<file path="config.mk">
export PLATFORM = sky130hd
export DESIGN_NAME = mul_writeback_unit
export DESIGN_NICKNAME = d
export VERILOG_FILES = /design/src/rtl/mul_writeback_unit_pkg.sv /design/src/rtl/mul_writeback_unit_step.sv /design/src/rtl/mul_writeback_unit.sv
export SDC_FILE = /design/constraint.sdc
export NUM_CORES = 1
export LEC_CHECK = 0
export CAP_MARGIN = 25
export CELL_PAD_IN_SITES_DETAIL_PLACEMENT = 1
export CELL_PAD_IN_SITES_GLOBAL_PLACEMENT = 1
export CORE_UTILIZATION = 37
export CTS_CLUSTER_SIZE = 8
export DETAILED_ROUTE_END_ITERATION = 6
export HOLD_SLACK_MARGIN = 0.05
export MAX_ROUTING_LAYER = met4
export PLACE_DENSITY = 0.84
export SYNTH_ARGS = -nofsm -noshare
export SYNTH_HDL_FRONTEND = slang
export SYNTH_SLANG_ARGS = --single-unit
</file>
<file path="constraint.sdc">
create_clock -name Clk -period 3.13 [get_ports Clk]
set_input_delay 0.939 -clock Clk [delete_from_list [all_inputs] [get_ports Clk]]
set_output_delay 0.939 -clock Clk [all_outputs]
set_load 0.03 [all_outputs]
</file>
<file path="src/rtl/mul_writeback_unit_pkg.sv">
// Shared definitions for the iterative write-back multiplier:
// FSM states, op encodings, register-file widths and the zero-register index.
package mul_defs;

    localparam int DATA_W = 64;
    localparam int REG_W  = 5;

    localparam logic [REG_W-1:0] XZR = 5'd31;

    localparam logic OP_MUL   = 1'b0;
    localparam logic OP_UMULH = 1'b1;

    typedef enum logic [1:0] {
        IDLE = 2'd0,
        RUN  = 2'd1,
        WB   = 2'd2
    } state_t;

endpackage

</file>
<file path="src/rtl/mul_writeback_unit_step.sv">
// mul_step: one combinational radix-2^BITS_PER_CYCLE shift-add step.
// Ports: accHi/mplr/multiplicand in, nextAccHi/nextMplr out.
module mul_step
    import mul_defs::*;
#(
    parameter int BITS_PER_CYCLE = 1
) (
    input  logic [DATA_W-1:0] accHi,
    input  logic [DATA_W-1:0] mplr,
    input  logic [DATA_W-1:0] multiplicand,
    output logic [DATA_W-1:0] nextAccHi,
    output logic [DATA_W-1:0] nextMplr
);

    localparam int B = BITS_PER_CYCLE;
    localparam int W = DATA_W + B;

    logic [W-1:0] partial;
    logic [W-1:0] sum;

    // Sum is B bits wider than accHi so the carry of the add survives.
    assign partial = {{B{1'b0}}, multiplicand}
                   * {{DATA_W{1'b0}}, mplr[B-1:0]};
    assign sum     = {{B{1'b0}}, accHi} + partial;

    // Shift {sum, mplr} right by B: low sum bits fill mplr's top.
    assign nextAccHi = sum[W-1:B];
    assign nextMplr  = {sum[B-1:0], mplr[DATA_W-1:B]};

endmodule

</file>
<file path="src/rtl/mul_writeback_unit.sv">
// Iterative 64x64 unsigned multiplier (MUL / UMULH) feeding the register
// file write port. Inputs: Clk, Reset (sync, active-high), Start, Op, BusA,
// BusB, Rd. Outputs: Busy, Done, BusW, RW, RegWr. Optional macro
// MUL_ZERO_SKIP_EN: zero operands jump straight to write-back.
module mul_writeback_unit
    import mul_defs::*;
#(
    parameter int               BITS_PER_CYCLE = 1,
    parameter logic [REG_W-1:0] XZR_IDX        = XZR
) (
    input  logic              Clk,
    input  logic              Reset,
    input  logic              Start,
    input  logic              Op,
    input  logic [DATA_W-1:0] BusA,
    input  logic [DATA_W-1:0] BusB,
    input  logic [REG_W-1:0]  Rd,
    output logic              Busy,
    output logic              Done,
    output logic [DATA_W-1:0] BusW,
    output logic [REG_W-1:0]  RW,
    output logic              RegWr
);

    localparam int         N     = DATA_W / BITS_PER_CYCLE;
    localparam logic [6:0] N_CNT = 7'(N);

    state_t            state;
    logic [DATA_W-1:0] multiplicand;
    logic [DATA_W-1:0] mplr;
    logic [DATA_W-1:0] accHi;
    logic [DATA_W-1:0] nextAccHi;
    logic [DATA_W-1:0] nextMplr;
    logic              opReg;
    logic [REG_W-1:0]  rdReg;
    logic [6:0]        count;

    mul_step #(
        .BITS_PER_CYCLE(BITS_PER_CYCLE)
    ) uStep (
        .accHi       (accHi),
        .mplr        (mplr),
        .multiplicand(multiplicand),
        .nextAccHi   (nextAccHi),
        .nextMplr    (nextMplr)
    );

    assign Busy = (state != IDLE);

    always_ff @(posedge Clk) begin
        if (Reset) begin
            state        <= IDLE;
            multiplicand <= '0;
            mplr         <= '0;
            accHi        <= '0;
            opReg        <= OP_MUL;
            rdReg        <= '0;
            count        <= '0;
            BusW         <= '0;
            RW           <= '0;
            Done         <= 1'b0;
            RegWr        <= 1'b0;
        end else begin
            unique case (state)
                IDLE: begin
                    if (Start) begin
                        multiplicand <= BusA;
                        mplr         <= BusB;
                        accHi        <= '0;
                        opReg        <= Op;
                        rdReg        <= Rd;
                        count        <= N_CNT;
`ifdef MUL_ZERO_SKIP_EN
                        if (BusA == '0 || BusB == '0) begin
                            state <= WB;
                            BusW  <= '0;
                            RW    <= Rd;
                            Done  <= 1'b1;
                            RegWr <= (Rd != XZR_IDX);
                        end else begin
                            state <= RUN;
                        end
`else
                        state <= RUN;
`endif
                    end
                end
                RUN: begin
                    // N shift-add edges, then one edge with count at 0
                    // that registers the write-back beat from the product.
                    if (count != 7'd0) begin
                        accHi <= nextAccHi;
                        mplr  <= nextMplr;
                        count <= count - 7'd1;
                    end else begin
                        state <= WB;
                        BusW  <= (opReg == OP_UMULH) ? accHi : mplr;
                        RW    <= rdReg;
                        Done  <= 1'b1;
                        RegWr <= (rdReg != XZR_IDX);
                    end
                end
                WB: begin
                    state <= IDLE;
                    Done  <= 1'b0;
                    RegWr <= 1'b0;
                end
                default: begin
                    state <= IDLE;
                end
            endcase
        end
    end

endmodule

</file>
# After elaboration in Yosys (flattened, before gate mapping)

Cells that the tools add are included.

Output and inout port bits: 72
Input port bits: 137
Logic and storage cells: 48
Register bits: 278

Reduce and logical (&&, ||, !) cells: 10
$add $sub $neg: 2
Equal/unequal tests: 6
Mux-type cells: 17
Multipliers: 1
Bitwise gates (word level): 1

Operator list:

| kind                | count |
|---|---|
| $mux 64             | 5 |
| $pmux 64 s2         | 2 |
| $add 64x65->65      | 1 |
| $mul 64x1->65       | 1 |
| $mux 7              | 2 |
| $pmux 7 s2          | 1 |
| $reduce_and 2->1    | 4 |
| $reduce_bool 7->1   | 1 |
| $sub 7x1->7 const B | 1 |
| $ne 2x2->1 const B  | 3 |
| $reduce_bool 2->1   | 3 |
| $ne 5x5->1 const B  | 1 |
| $mux 2              | 2 |
| $pmux 1 s2          | 2 |
| $pmux 2 s2          | 1 |
| $reduce_and 3->1    | 1 |
| $eq 2x1->1 const B  | 1 |
| $eq 2x2->1 const B  | 1 |
| $logic_not 2->1     | 1 |
| $mux 1              | 2 |
| $not 1->1           | 1 |

# Longest topological paths before layout

Depth after elaboration: 4
Gate-level depth with buffers: 14
Depth with buffers taken out: 13

# By module

From an unflattened synthesis, not the netlist that was laid out.

Cell total of the unflattened synthesis: 1,944
Area total of the unflattened synthesis: 15,932.8 µm²

By module, submodules not included:

| module             | sequential area each (µm²) | cells an instance | area each (µm²) | times used |
|---|---|---|---|---|
| mul_writeback_unit | 5,565.3                    | 1,244             | 11,177.0        | 1 |
| mul_step           | 0.0                        | 700               | 4,755.8         | 1 |

# Worst setup path after synthesis

Ideal clock, no wire load.

Path type: flip-flop to flip-flop
From: reg mplr[0]
To: reg accHi[55]
Data arrival time: 3.357 ns
Period minus slack after synthesis: 3.475 ns
Setup slack: -0.345 ns
Buffers on the path: 1
Data required time: 3.013 ns
Library setup time: 0.117 ns
Stages on the path, launching flop included: 15
Cells stage by stage: dfxtp_1 -> clkbuf_1 -> and2_1 -> ha_1 -> inv_1 -> fa_1 -> and2b_1 -> o31a_1 -> a41oi_1 -> o21a_1 -> o41a_2 -> o22ai_2 -> o211ai_1 -> a21o_1 -> a32o_1

Cells in the longest elaborated chain, start to end: 4

Ends and longest elaborated chain:

| element                  | RTL line                      | RTL |
|---|---|---|
| start: declaration       | mul_writeback_unit.sv:30      | `logic [DATA_W-1:0] mplr;` |
| start signal: assignment | mul_writeback_unit.sv:68      | `mplr <= BusB;` |
| start signal: assignment | mul_writeback_unit.sv:93      | `mplr <= nextMplr;` |
| $mul 64x1->65            | mul_writeback_unit_step.sv:23 | `* {{DATA_W{1'b0}}, mplr[B-1:0]};` |
| $add 64x65->65           | mul_writeback_unit_step.sv:24 | `assign sum = {{B{1'b0}}, accHi} + partial;` |
| $mux 64                  | mul_writeback_unit.sv:91      | `if (count != 7'd0) begin` |
| $pmux 64 s2              | mul_writeback_unit.sv:64      | `unique case (state)` |
| end signal: assignment   | mul_writeback_unit.sv:92      | `accHi <= nextAccHi;` |
| end: declaration         | mul_writeback_unit.sv:31      | `logic [DATA_W-1:0] accHi;` |

No other way between the ends. The select of a mux whose other input is x is not followed.
A chain may end at the register's enable or synchronous reset.

# Final worst setup path

From: reg mplr[0]
To: reg accHi[60]

Same word-level chain as after synthesis.

==> impl_summary.md <==
Status
The run finished, with violations left. The checks that failed: setup timing.

Synth
The number of different library cells in the post-synthesis netlist is 81. Yosys printed 0 warnings. Of the total synthesized cell area, the portion taken by full adders, half adders and majority gates is 0.0572.

The gate count after technology mapping is approximately 1.8k. The synthesized design contains 0 enable-type register cells. The synthesized area per cell is 8.00 um^2.

After synthesis the netlist holds a flip-flop and latch count of 278. Of all flip-flops after synthesis, the portion carrying an async set or reset was 0. The area fraction in compound gates after synthesis came to 0.242. The proportion of synthesized area in mux cells is 0.0460. The total nets after synthesis is slightly above 2k. The post-synthesis xor/xnor area fraction is 0.0314.

The share of synthesized cell area in and, or, nand and nor gates is 0.197. The area of the mapped netlist is 14800 um^2. For this run, the leading register cell type out of synthesis is dfxtp_1.

For this run, the register share of the synthesized area comes to 0.376. The largest family of logic cells by synthesized area is compound AO/OA/AOI/OAI gates.

CTS
The count of clock tree sinks is 278. The deepest level of the CTS H-tree is 2. Clock latency on the worst-skew pair, taken at its later pin, is 550 ps. The clock-pin slew of the registers on the worst-case setup and hold paths is 50 ps. The cell sitting at the root of the clock tree is a clkbuf_16. The largest buffer count on any clock path is 3. After clock tree synthesis, the flow added hold-fix buffers numbering 0. TritonCTS built the clock tree. TritonCTS created 40 clock buffers.

Final layout
The count of cells in the finished layout, fillers not included, comes to 2694. The filler cell count is 4532. The layout overhead on the synthesized area is 39.2%. The net count of the finished layout is 2377.

The fraction of final layout cells sized beyond drive strength 1 is 0.185. The most common cell after layout, fill and taps aside is nand2_1. The cell area after layout is slightly above 20000 um^2. Across the whole layout, storage elements account for 5570 um^2. The number of diodes is 0. In the layout the commonest cells are 311 x nand2_1, 276 x dfxtp_1, 236 x a21oi_1.

The area occupied by multi-input gates is around 9300 um^2.

Timing
Measured against its own limit, the worst slew margin works out to 0.455. Setup repair after global routing could not meet its margin everywhere. The number of hold violations in the final report is 0. The transition time at the pin with the least slew margin is approximately 820 ps. Summed over all failing endpoints, the final setup total negative slack is -1200 ps.

Dividing the final minimum period by the clock period gives 1.06. Setup violations remaining at the end of the flow were counted as 21. The smallest clock period supported by the final layout is computed as roughly 3300 ps. Timing would allow up to 300 MHz. The worst setup skew after layout is 28.4 ps.

The post-route worst setup slack is -201 ps. The number of slew-limit violations in the final report is 0.

Drt
The number of search-and-repair iterations in the first detailed-routing pass is 6. The DRC violation total after the first TritonRoute iteration is 1199. In the routed design, unresolved DRC markers number 0. The count of vias placed by the detailed router is 15.6k. The average wire per cell in the routed design is 21.7 um. For this block, the routed nets add up to 58400 um of wire. Dividing the detail-routed via count by the number of cells gives 5.78.

Once detail routing completed, the nets flagged for antenna violations numbered 0.

Place
Once placement completed, the tool counted placed cells totaling 2621. The HPWL after detailed placement is 38700 um. During placement, the flow inserted port buffers numbering 208. In this run the cell area measured after placement is between 15000 and 20000 um^2. The final estimated routing congestion in global placement is between 0.8 and 0.9.

OpenSTA, run right after detailed placement, puts the worst setup slack at -323 ps.

GRT
The pin count of the biggest net entering global routing is 144. The number of antenna violations at the first check in global routing is 0. In the global route stage, overall resource usage came out at 0.277. The total grt overflow is 0. The global-route wire length before repair is 89000 um. The number of global-route vias before repair came to 16.1k.

Floorplan
The floorplan step set the die width to between 200 and 250 um. The I/O pin count is 209. The placeable core region is 39000 um^2. The overall die area is 40800 um^2. The number of placement rows is 72. The initial cell density of the core is 0.379. The die is a little over 200 um tall.

Worst setup path
The worst setup path is captured at a flip-flop. The sort of element at the start of the critical path is a flip-flop. The worst setup path is of the reg -> reg kind. The required time of the worst setup path is 3610 ps. For the worst setup path, the data arrival time is 3820 ps. Along the worst path, the maximum fanout reaches 15.

Pwr
The power density relative to cell area is 571 nW/um^2. The cell leakage power is between 0.007 and 0.008 uW. Power comes to 11800 uW. The peak ir drop on the vdd network is 0.284 mV.

Min path
The tightest min-delay check is of the reg -> reg type.

Flow run
The tool flagged a number of max-cap violations equal to 0.
-- path summary, 6_finish.rpt --
path | end | slack (ps) | start | depth (start not counted)
setup reg to reg | accHi[60]$_SDFFE_PP0P_ | -200 | mplr[0]$_SDFFE_PP0P_ | 13
setup / recovery | accHi[60]$_SDFFE_PP0P_ | -200 | mplr[0]$_SDFFE_PP0P_ | 13
hold reg to reg | multiplicand[26]$_SDFFE_PP0P_ | 450 | multiplicand[26]$_SDFFE_PP0P_ | 2
hold / removal | multiplicand[26]$_SDFFE_PP0P_ | 450 | multiplicand[26]$_SDFFE_PP0P_ | 2
-- worst max-delay path, cell delays in order, from the launching register on --
cell	delay [ps]
dfxtp_4	380
buf_12	150
buf_16	150
and2_1	170
ha_4	280
nand4_1	160
buf_4	190
buf_6	120
a2111oi_4	430
a21boi_2	140
o311a_4	340
or4_4	490
a21oi_2	150
a221o_1	120
-- synthesized netlist by cell type, drive strengths merged, types with 6 or more instances --
cell type    n  area, um^2
buf         25         146
nand4       28         175
clkbuf     110         453
a22oi       64         480
a21boi       6        48.8
a21oi      252        1260
a31oi        6        37.5
nand2      319        1200
or2          6        37.5
inv         27         101
a21o        24         181
nor4         8        71.3
a211oi      70         531
o31ai        9        81.3
o21ai       72         372
nor2       131         494
o21bai      15         113
and2        68         428
xor2        22         193
dfxtp      278        5570
mux2i       68         681
xnor2       31         272
ha          66         826
nor3        20         100
nand3       48         240
and3         6        37.5
-- routing by layer --
metal | GRT usage | part of all wire | vias up
met5 | - | 0 | -
met3 | 0.0303 | 0.050 | 137
met1 | 0.352 | 0.43 | 7726
met2 | 0.460 | 0.48 | 513
li1 | - | - | 7193
met4 | 0.0879 | 0.031 | 0
-- registers in the layout (all words and copies together) (netlist names) --
| name | count |
|---|---|
| BusW | 64 |
| state | 2 |
| Done | 1 |
| multiplicand | 64 |
| RegWr | 1 |
| mplr | 64 |
| opReg | 1 |
| rdReg | 5 |
| count | 7 |
| RW | 5 |
| accHi | 64 |
-- kinds of logic after synthesis --
| kind of cell | count (synthesis) |
|---|---|
| adders and majority gates | 67 |
| DFF | 278 |
| and+or+nand+nor | 651 |
| muxes | 68 |
| AOI/OAI and AO/OA | 566 |
| buffers and inverters | 166 |
| xor gates and xnor gates | 53 |
-- area by class of cell --
cell class / count / area share
clock buffers: 43 / 0.0507
clock inverters: 2 / 0.000851
inverters: 27 / 0.00492
multi-input cells: 1405 / 0.453
flip-flops and latches: 278 / 0.271
well taps: 518 / 0.0315
repair buffers: 421 / 0.188
-- repair_timing --
action,4_1_cts,5_1_grt
setup endpoints to repair,27,35
gates cloned,0,2
pin swaps,35,36
resized for setup,74,77
setup buffers,17,10
-- stage by stage --
step	hold WS (ps)	util
6_report	447	0.528
5_1_grt	473	0.528
4_1_cts	450	0.515
3_5_place_dp	444	0.473
3_3_place_gp	441	0.473
2_1_floorplan	432	-
-- power by group --
group | internal (uW) | leakage [uW] | switching (uW)
registers | 4020 | 0.00227 | 382
clock network | 2320 | 0.000523 | 1550
logic | 1320 | 0.00485 | 2160
total | 7670 | 0.00764 | 4100
No activity file was read; power rests on OpenSTA's default activity.
